## src/rtl/fpa_pkg.sv

```systemverilog
// Shared types and constants for the FP-adder entry sequencer: FSM state codes,
// display stage codes, mode-button bit positions and the default timeout result.
package fpa_pkg;

    typedef enum logic [2:0] {
        S_IDLE  = 3'd0,
        S_ENT_A = 3'd1,
        S_ENT_B = 3'd2,
        S_START = 3'd3,
        S_WAIT  = 3'd4,
        S_SHOW  = 3'd5
    } state_e;

    localparam logic [1:0] STAGE_IDLE  = 2'b00;
    localparam logic [1:0] STAGE_ENT_A = 2'b01;
    localparam logic [1:0] STAGE_ENT_B = 2'b10;
    localparam logic [1:0] STAGE_RUN   = 2'b11;

    localparam int BTN_CLEAR   = 0;
    localparam int BTN_ENT_A   = 1;
    localparam int BTN_ENT_B   = 2;
    localparam int BTN_COMPUTE = 3;

    localparam logic [15:0] NAN_CODE_DEFAULT = 16'h7E00;

    function automatic logic is_onehot4(input logic [3:0] v);
        return (v != 4'd0) && ((v & (v - 4'd1)) == 4'd0);
    endfunction

endpackage

```

## src/rtl/fpa_entry_sequencer_if.sv

```systemverilog
// Operand/result bus between the entry sequencer (master) and the fpa core (slave).
interface fpa_entry_sequencer_if;
    logic [15:0] fpa_a;
    logic [15:0] fpa_b;
    logic        fpa_en;
    logic        fpa_done;
    logic [15:0] fpa_sum;

    modport master (output fpa_a, fpa_b, fpa_en, input fpa_done, fpa_sum);
    modport slave  (input fpa_a, fpa_b, fpa_en, output fpa_done, fpa_sum);
endinterface

```

## src/rtl/fpa_entry_sequencer_nibble_loader.sv

```systemverilog
// 16-bit operand register loaded one hex nibble at a time; exposes its next value
// so the parent can register a display word that tracks the write in the same edge.
module nibble_loader (
    input  logic        clk,
    input  logic        rst,
    input  logic        clr,
    input  logic        we,
    input  logic [3:0]  sel,
    input  logic [3:0]  din,
    output logic [15:0] q,
    output logic [15:0] q_nx
);

    // NOTE: combinational blocks assign every output first so no path infers a latch.
    always_comb begin
        q_nx = q;
        if (clr) begin
            q_nx = '0;
        end else if (we) begin
            for (int i = 0; i < 4; i++) begin
                if (sel[i]) q_nx[i*4 +: 4] = din;
            end
        end
    end

    // NOTE: state is updated with <= so every register samples pre-edge values.
    always_ff @(posedge clk) begin
        if (rst) q <= '0;
        else     q <= q_nx;
    end

endmodule

```

## src/rtl/fpa_entry_sequencer.sv

```systemverilog
// Keypad/mode front end for the half-precision adder: nibble entry of A and B,
// launch with done-or-timeout wait, and a registered 4-digit display word.
module fpa_entry_sequencer
    import fpa_pkg::*;
#(
    parameter int          TIMEOUT_CYC = 1024,
    parameter logic [15:0] NAN_CODE    = NAN_CODE_DEFAULT
) (
    input  logic                         clk,
    input  logic                         rst,
    input  logic [3:0]                   btn,
    input  logic                         key_valid,
    input  logic [3:0]                   key_code,
    input  logic [3:0]                   digit_sel,
    fpa_entry_sequencer_if.master        fpa,
    output logic [15:0]                  disp_word,
    output logic [1:0]                   stage,
    output logic                         busy,
    output logic                         err
);

    localparam int            CW       = $clog2(TIMEOUT_CYC);
    localparam logic [CW-1:0] CNT_LAST = CW'(TIMEOUT_CYC - 1);

    state_e        state, state_nx;
    logic [CW-1:0] cnt, cnt_nx;
    logic [15:0]   result, result_nx;
    logic [15:0]   a_nx, b_nx, disp_nx;
    logic [1:0]    stage_nx;
    logic          en_nx, err_nx, busy_nx;

    logic btn_ok, clr_cmd, ent_a_cmd, ent_b_cmd, go_cmd;
    logic key_ok, a_we, b_we;

    assign btn_ok    = is_onehot4(btn);
    assign clr_cmd   = btn_ok && btn[BTN_CLEAR];
    assign ent_a_cmd = btn_ok && btn[BTN_ENT_A];
    assign ent_b_cmd = btn_ok && btn[BTN_ENT_B];
    assign go_cmd    = btn_ok && btn[BTN_COMPUTE];

    // Key writes are qualified by the current state, so a same-cycle mode press
    // never redirects the digit into the other operand.
    assign key_ok = key_valid && is_onehot4(digit_sel);
    assign a_we   = key_ok && (state == S_ENT_A);
    assign b_we   = key_ok && (state == S_ENT_B);

    nibble_loader u_load_a (
        .clk  (clk),
        .rst  (rst),
        .clr  (clr_cmd),
        .we   (a_we),
        .sel  (digit_sel),
        .din  (key_code),
        .q    (fpa.fpa_a),
        .q_nx (a_nx)
    );

    nibble_loader u_load_b (
        .clk  (clk),
        .rst  (rst),
        .clr  (clr_cmd),
        .we   (b_we),
        .sel  (digit_sel),
        .din  (key_code),
        .q    (fpa.fpa_b),
        .q_nx (b_nx)
    );

    always_comb begin
        state_nx  = state;
        cnt_nx    = cnt;
        result_nx = result;
        en_nx     = fpa.fpa_en;
        err_nx    = err;

        if (clr_cmd) begin
            state_nx  = S_IDLE;
            cnt_nx    = '0;
            result_nx = '0;
            en_nx     = 1'b0;
            err_nx    = 1'b0;
        end else begin
            case (state)
                S_START: begin
                    en_nx    = 1'b1;
                    cnt_nx   = '0;
                    state_nx = S_WAIT;
                end
                S_WAIT: begin
                    // done is checked first so it wins on the final timeout cycle
                    if (fpa.fpa_done) begin
                        result_nx = fpa.fpa_sum;
                        en_nx     = 1'b0;
                        state_nx  = S_SHOW;
                    end else if (cnt == CNT_LAST) begin
                        result_nx = NAN_CODE;
                        err_nx    = 1'b1;
                        en_nx     = 1'b0;
                        state_nx  = S_SHOW;
                    end else begin
                        cnt_nx = cnt + 1'b1;
                    end
                end
                S_IDLE, S_ENT_A, S_ENT_B, S_SHOW: begin
                    if (ent_a_cmd) begin
                        state_nx = S_ENT_A;
                    end else if (ent_b_cmd) begin
                        state_nx = S_ENT_B;
                    end else if (go_cmd) begin
                        state_nx = S_START;
                        err_nx   = 1'b0;
                    end
                end
                default: state_nx = S_IDLE;
            endcase
        end
    end

    // Display, stage and busy are decoded from the next state so they register
    // in step with the state they describe.
    always_comb begin
        disp_nx  = '0;
        stage_nx = STAGE_IDLE;
        busy_nx  = 1'b0;
        case (state_nx)
            S_ENT_A: begin
                disp_nx  = a_nx;
                stage_nx = STAGE_ENT_A;
            end
            S_ENT_B: begin
                disp_nx  = b_nx;
                stage_nx = STAGE_ENT_B;
            end
            S_START, S_WAIT: begin
                stage_nx = STAGE_RUN;
                busy_nx  = 1'b1;
            end
            S_SHOW: begin
                disp_nx  = result_nx;
                stage_nx = STAGE_RUN;
            end
            default: ;
        endcase
    end

    always_ff @(posedge clk) begin
        if (rst) begin
            state      <= S_IDLE;
            cnt        <= '0;
            result     <= '0;
            fpa.fpa_en <= 1'b0;
            err        <= 1'b0;
            busy       <= 1'b0;
            stage      <= STAGE_IDLE;
            disp_word  <= '0;
        end else begin
            state      <= state_nx;
            cnt        <= cnt_nx;
            result     <= result_nx;
            fpa.fpa_en <= en_nx;
            err        <= err_nx;
            busy       <= busy_nx;
            stage      <= stage_nx;
            disp_word  <= disp_nx;
        end
    end

endmodule

```

## src/flat_wrapper.sv

```systemverilog
// flat-port wrapper written by rule: the top's interface ports become plain ports
module fpa_entry_sequencer_flat import fpa_pkg::*;
#(
    parameter int          TIMEOUT_CYC = 1024,
    parameter logic [15:0] NAN_CODE    = NAN_CODE_DEFAULT
)
  (clk, rst, btn, key_valid, key_code, digit_sel, disp_word, stage, busy, err, fpa_fpa_a, fpa_fpa_b, fpa_fpa_en, fpa_fpa_done, fpa_fpa_sum);
  fpa_entry_sequencer_if fpa_i ();
  input  logic clk;
  input  logic rst;
  input  logic [3:0] btn;
  input  logic key_valid;
  input  logic [3:0] key_code;
  input  logic [3:0] digit_sel;
  output logic [15:0] disp_word;
  output logic [1:0] stage;
  output logic busy;
  output logic err;
  output wire logic [$bits(fpa_i.fpa_a)-1:0] fpa_fpa_a;
  output wire logic [$bits(fpa_i.fpa_b)-1:0] fpa_fpa_b;
  output wire logic [$bits(fpa_i.fpa_en)-1:0] fpa_fpa_en;
  input wire logic [$bits(fpa_i.fpa_done)-1:0] fpa_fpa_done;
  input wire logic [$bits(fpa_i.fpa_sum)-1:0] fpa_fpa_sum;
  assign fpa_fpa_a = fpa_i.fpa_a;
  assign fpa_fpa_b = fpa_i.fpa_b;
  assign fpa_fpa_en = fpa_i.fpa_en;
  assign fpa_i.fpa_done = fpa_fpa_done;
  assign fpa_i.fpa_sum = fpa_fpa_sum;
  fpa_entry_sequencer #(.TIMEOUT_CYC(TIMEOUT_CYC), .NAN_CODE(NAN_CODE)) u_core (.clk(clk), .rst(rst), .btn(btn), .key_valid(key_valid), .key_code(key_code), .digit_sel(digit_sel), .fpa(fpa_i), .disp_word(disp_word), .stage(stage), .busy(busy), .err(err));
endmodule
```

## config.mk

```make
export PLATFORM = sky130hd
export DESIGN_NAME = fpa_entry_sequencer_flat
export DESIGN_NICKNAME = d
export VERILOG_FILES = /design/src/rtl/fpa_pkg.sv /design/src/rtl/fpa_entry_sequencer_if.sv /design/src/rtl/fpa_entry_sequencer_nibble_loader.sv /design/src/rtl/fpa_entry_sequencer.sv /design/src/flat_wrapper.sv
export SDC_FILE = /design/constraint.sdc
export NUM_CORES = 1
export LEC_CHECK = 0
export ABC_AREA = 1
export CAP_MARGIN = 0
export CORE_MARGIN = 2
export CORE_UTILIZATION = 35
export DETAILED_ROUTE_END_ITERATION = 12
export PLACE_DENSITY = 0.67
export SETUP_SLACK_MARGIN = 0.2
export SLEW_MARGIN = 20
export SYNTH_ARGS = -nofsm -noshare
export SYNTH_HDL_FRONTEND = slang
export SYNTH_SLANG_ARGS = --single-unit
```

## constraint.sdc

```tcl
create_clock -name clk -period 5.2 [get_ports clk]
set_input_delay 1.04 -clock clk [delete_from_list [all_inputs] [get_ports clk]]
set_output_delay 1.04 -clock clk [all_outputs]
set_load 0.05 [all_outputs]
```

==> run metrics <==
peak fanout along the critical path=19; Post-Syn Area=0.00418 mm²; TritonCTS buffer count=9; total global-route track usage=19.5%; Worst-Skew Late Latency=0.34 ns; Nets=765; Fillers=1169; post-CTS sizing=0; highest routed layer=met4; gr ovfl total=0; Worst setup EP type=flip-flop; RSZ-0062 raised after global routing=no; WL met3=1030 µm; post-synthesis cell count=659; total power=1.46 mW; crit path time final=3.04 ns; final setup fails=0; Cells after DPL=864; min-delay worst type=reg -> reg; Max H-tree Level=3; Synth Area per Inst=6.34 µm²; final instance count without filler cells=880; initial core utilization=36.3%; worst vdd rail ir drop=166 µV; gpl congestion=0.972; Die X=113 µm; leading cell type in the layout, fill and taps excluded=nand2_1; final hold viol count=0; CTS Hold Bufs=0; Worst setup SP type=input port; Ports=85; critical path type=in -> reg; Post-synth EDFFs=0; drt first pass iters=5; DIE HEIGHT=113 µm; share of layout cells above drive strength 1=6.24%; vias in the first global route=4087; status=complete, no violations; CTS root buf=clkbuf_16; Yosys warning total=0; TNS Setup=0 ns; CTS tree=yes; Port Buf Inserts=84; CTS Buffer Depth=2; CORE AREA=0.0115 mm²; Tightest Pin Transition=0.746 ns; Lkg Pwr=2.41 nW; #FFs+latches synth=82; WP data arrival=3.31 ns; via/cell ratio=5.06; ys async rst share=0%; clk_skew=0.00957 ns; routed wl met2=5300 µm; wire length per cell=13.8 µm; MaxCap Viol Count=0; Main synth FF type=dfxtp_1; initial antenna violation count=0; largest net degree at the start of global routing=41; setup slack, reg-to-reg=2.73 ns; Worst-path clk slew=0.06 ns; via count=4453; Post-DP Area=0.00508 mm²; crit share post-route=58.5%; die area=0.0128 mm²; initial DRC count=314; Total Wirelength=12200 µm; Final Cell Area=0.00541 mm²; f_max=0.329 GHz; Yosys cell types=33; Layout area overhead=29.5%; Residual DRC=0; Net Count, Synth=692; half-perimeter wire length after placement=9130 µm; first-pass GRT wire length=20300 µm; number of antenna diodes=0; WL met1=5600 µm; row cnt=39; Pins Over Slew Limit=0; Worst Path Required=5.47 ns; Fin Hold WS=0.460 ns; Post-CTS Setup Bufs=0; post-synthesis sequential area ratio=39.3%; commonest cells after routing, fill and taps aside=nand2_1, nor2_1, clkdlybuf4s50_1, dfxtp_1, a21oi_1; PwrDens=270 mW/mm²; Clock Sinks=82; ANT nets after route=0; Max-slew headroom=50.0%
[cell families (layout without fill, tap and decap cells)]
group	Yosys count	in the layout	share of synthesized area [%]
simple gates	438	438	44.3
flops	82	82	39.3
buf+inv	72	150	7.54
compound gates	66	66	8.56
fa+ha+maj	1	1	0.299
[where the power goes]
| group | switching, mW | internal [mW] | total, mW |
|---|---|---|---|
| Combinational | 0.0842 | 0.0422 | 0.126 |
| Sequential | 0.00328 | 0.632 | 0.635 |
| Clock | 0.266 | 0.435 | 0.700 |
| Total | 0.353 | 1.11 | 1.46 |
[critical path, stage by stage]
cell	delay, ns
clkdlybuf4s50_1	0.55
inv_2	0.21
nand2_1	0.07
nand2_1	0.09
nand2_1	0.09
nor2_4	0.24
nand2_4	0.20
inv_2	0.25
nand2_1	0.08
nand2_1	0.06
nand2_1	0.07
nor2_1	0.19
nor2_1	0.07
nor2_1	0.09
[path summary, 6_finish.rpt]
| path | from | endpoint | cells past startpoint |
|---|---|---|---|
| worst max register to register | u_core.state[1] | u_core.disp_word[2] | 10 |
| worst max-delay path | digit_sel[0] | u_core.disp_word[11] | 14 |
| worst min-delay path | u_core.cnt[4] | u_core.cnt[4] | 2 |
| worst min register to register | u_core.cnt[4] | u_core.cnt[4] | 2 |
[cell usage after synthesis, types with 3 or more instances]
cell	number	share of area, %
buf_4	4	0.72
nor2_2	4	0.60
nand3_1	35	4.2
dfxtp_1	82	39
inv_1	37	3.3
a21oi_1	51	6.1
o21ai_1	4	0.48
nand2_1	277	25
buf_6	3	0.81
nand2_4	3	0.81
o21ai_0	3	0.36
clkbuf_1	11	0.99
nor3_1	4	0.48
nor2_1	84	7.5
buf_2	6	0.72
inv_2	9	0.81
nand4_1	19	2.8
[routing by layer]
metal / global-route usage [%] / vias up
li1: - / 2234
met1: 26.8 / 2002
met2: 30.1 / 190
met3: 3.96 / 27
met4: 7.56 / 0
met5: 0 / -
[flip-flops by register name (all words and copies together), names as in the netlist]
name,count
u_core.state,3
u_core.busy,1
u_core.err,1
u_core.result,16
u_core.disp_word,16
u_core.cnt,10
u_core.fpa.fpa_en,1
u_core.u_load_b.q,16
u_core.stage,2
u_core.u_load_a.q,16
[metrics by stage]
stage / setup slack, ns / utilization, %
floorplan: 2.90 / -
global placement: 1.87 / 44.1
detailed placement: 1.81 / 44.1
CTS: 2.16 / 47.0
global route: 1.93 / 47.0
finish: 2.16 / 47.0
[layout make-up]
| class | count | area, µm² | share of cell area (%) |
|---|---|---|---|
| clock inverters | 6 | 90.1 | 1.66 |
| flip-flops and latches | 82 | 1640 | 30.3 |
| well taps | 143 | 179 | 3.31 |
| multi-input cells | 505 | 2220 | 41.1 |
| repair buffers | 87 | 863 | 16.0 |
| clock buffers | 10 | 239 | 4.42 |
| inverters | 47 | 176 | 3.26 |
No activity file was read; power rests on OpenSTA's default activity.
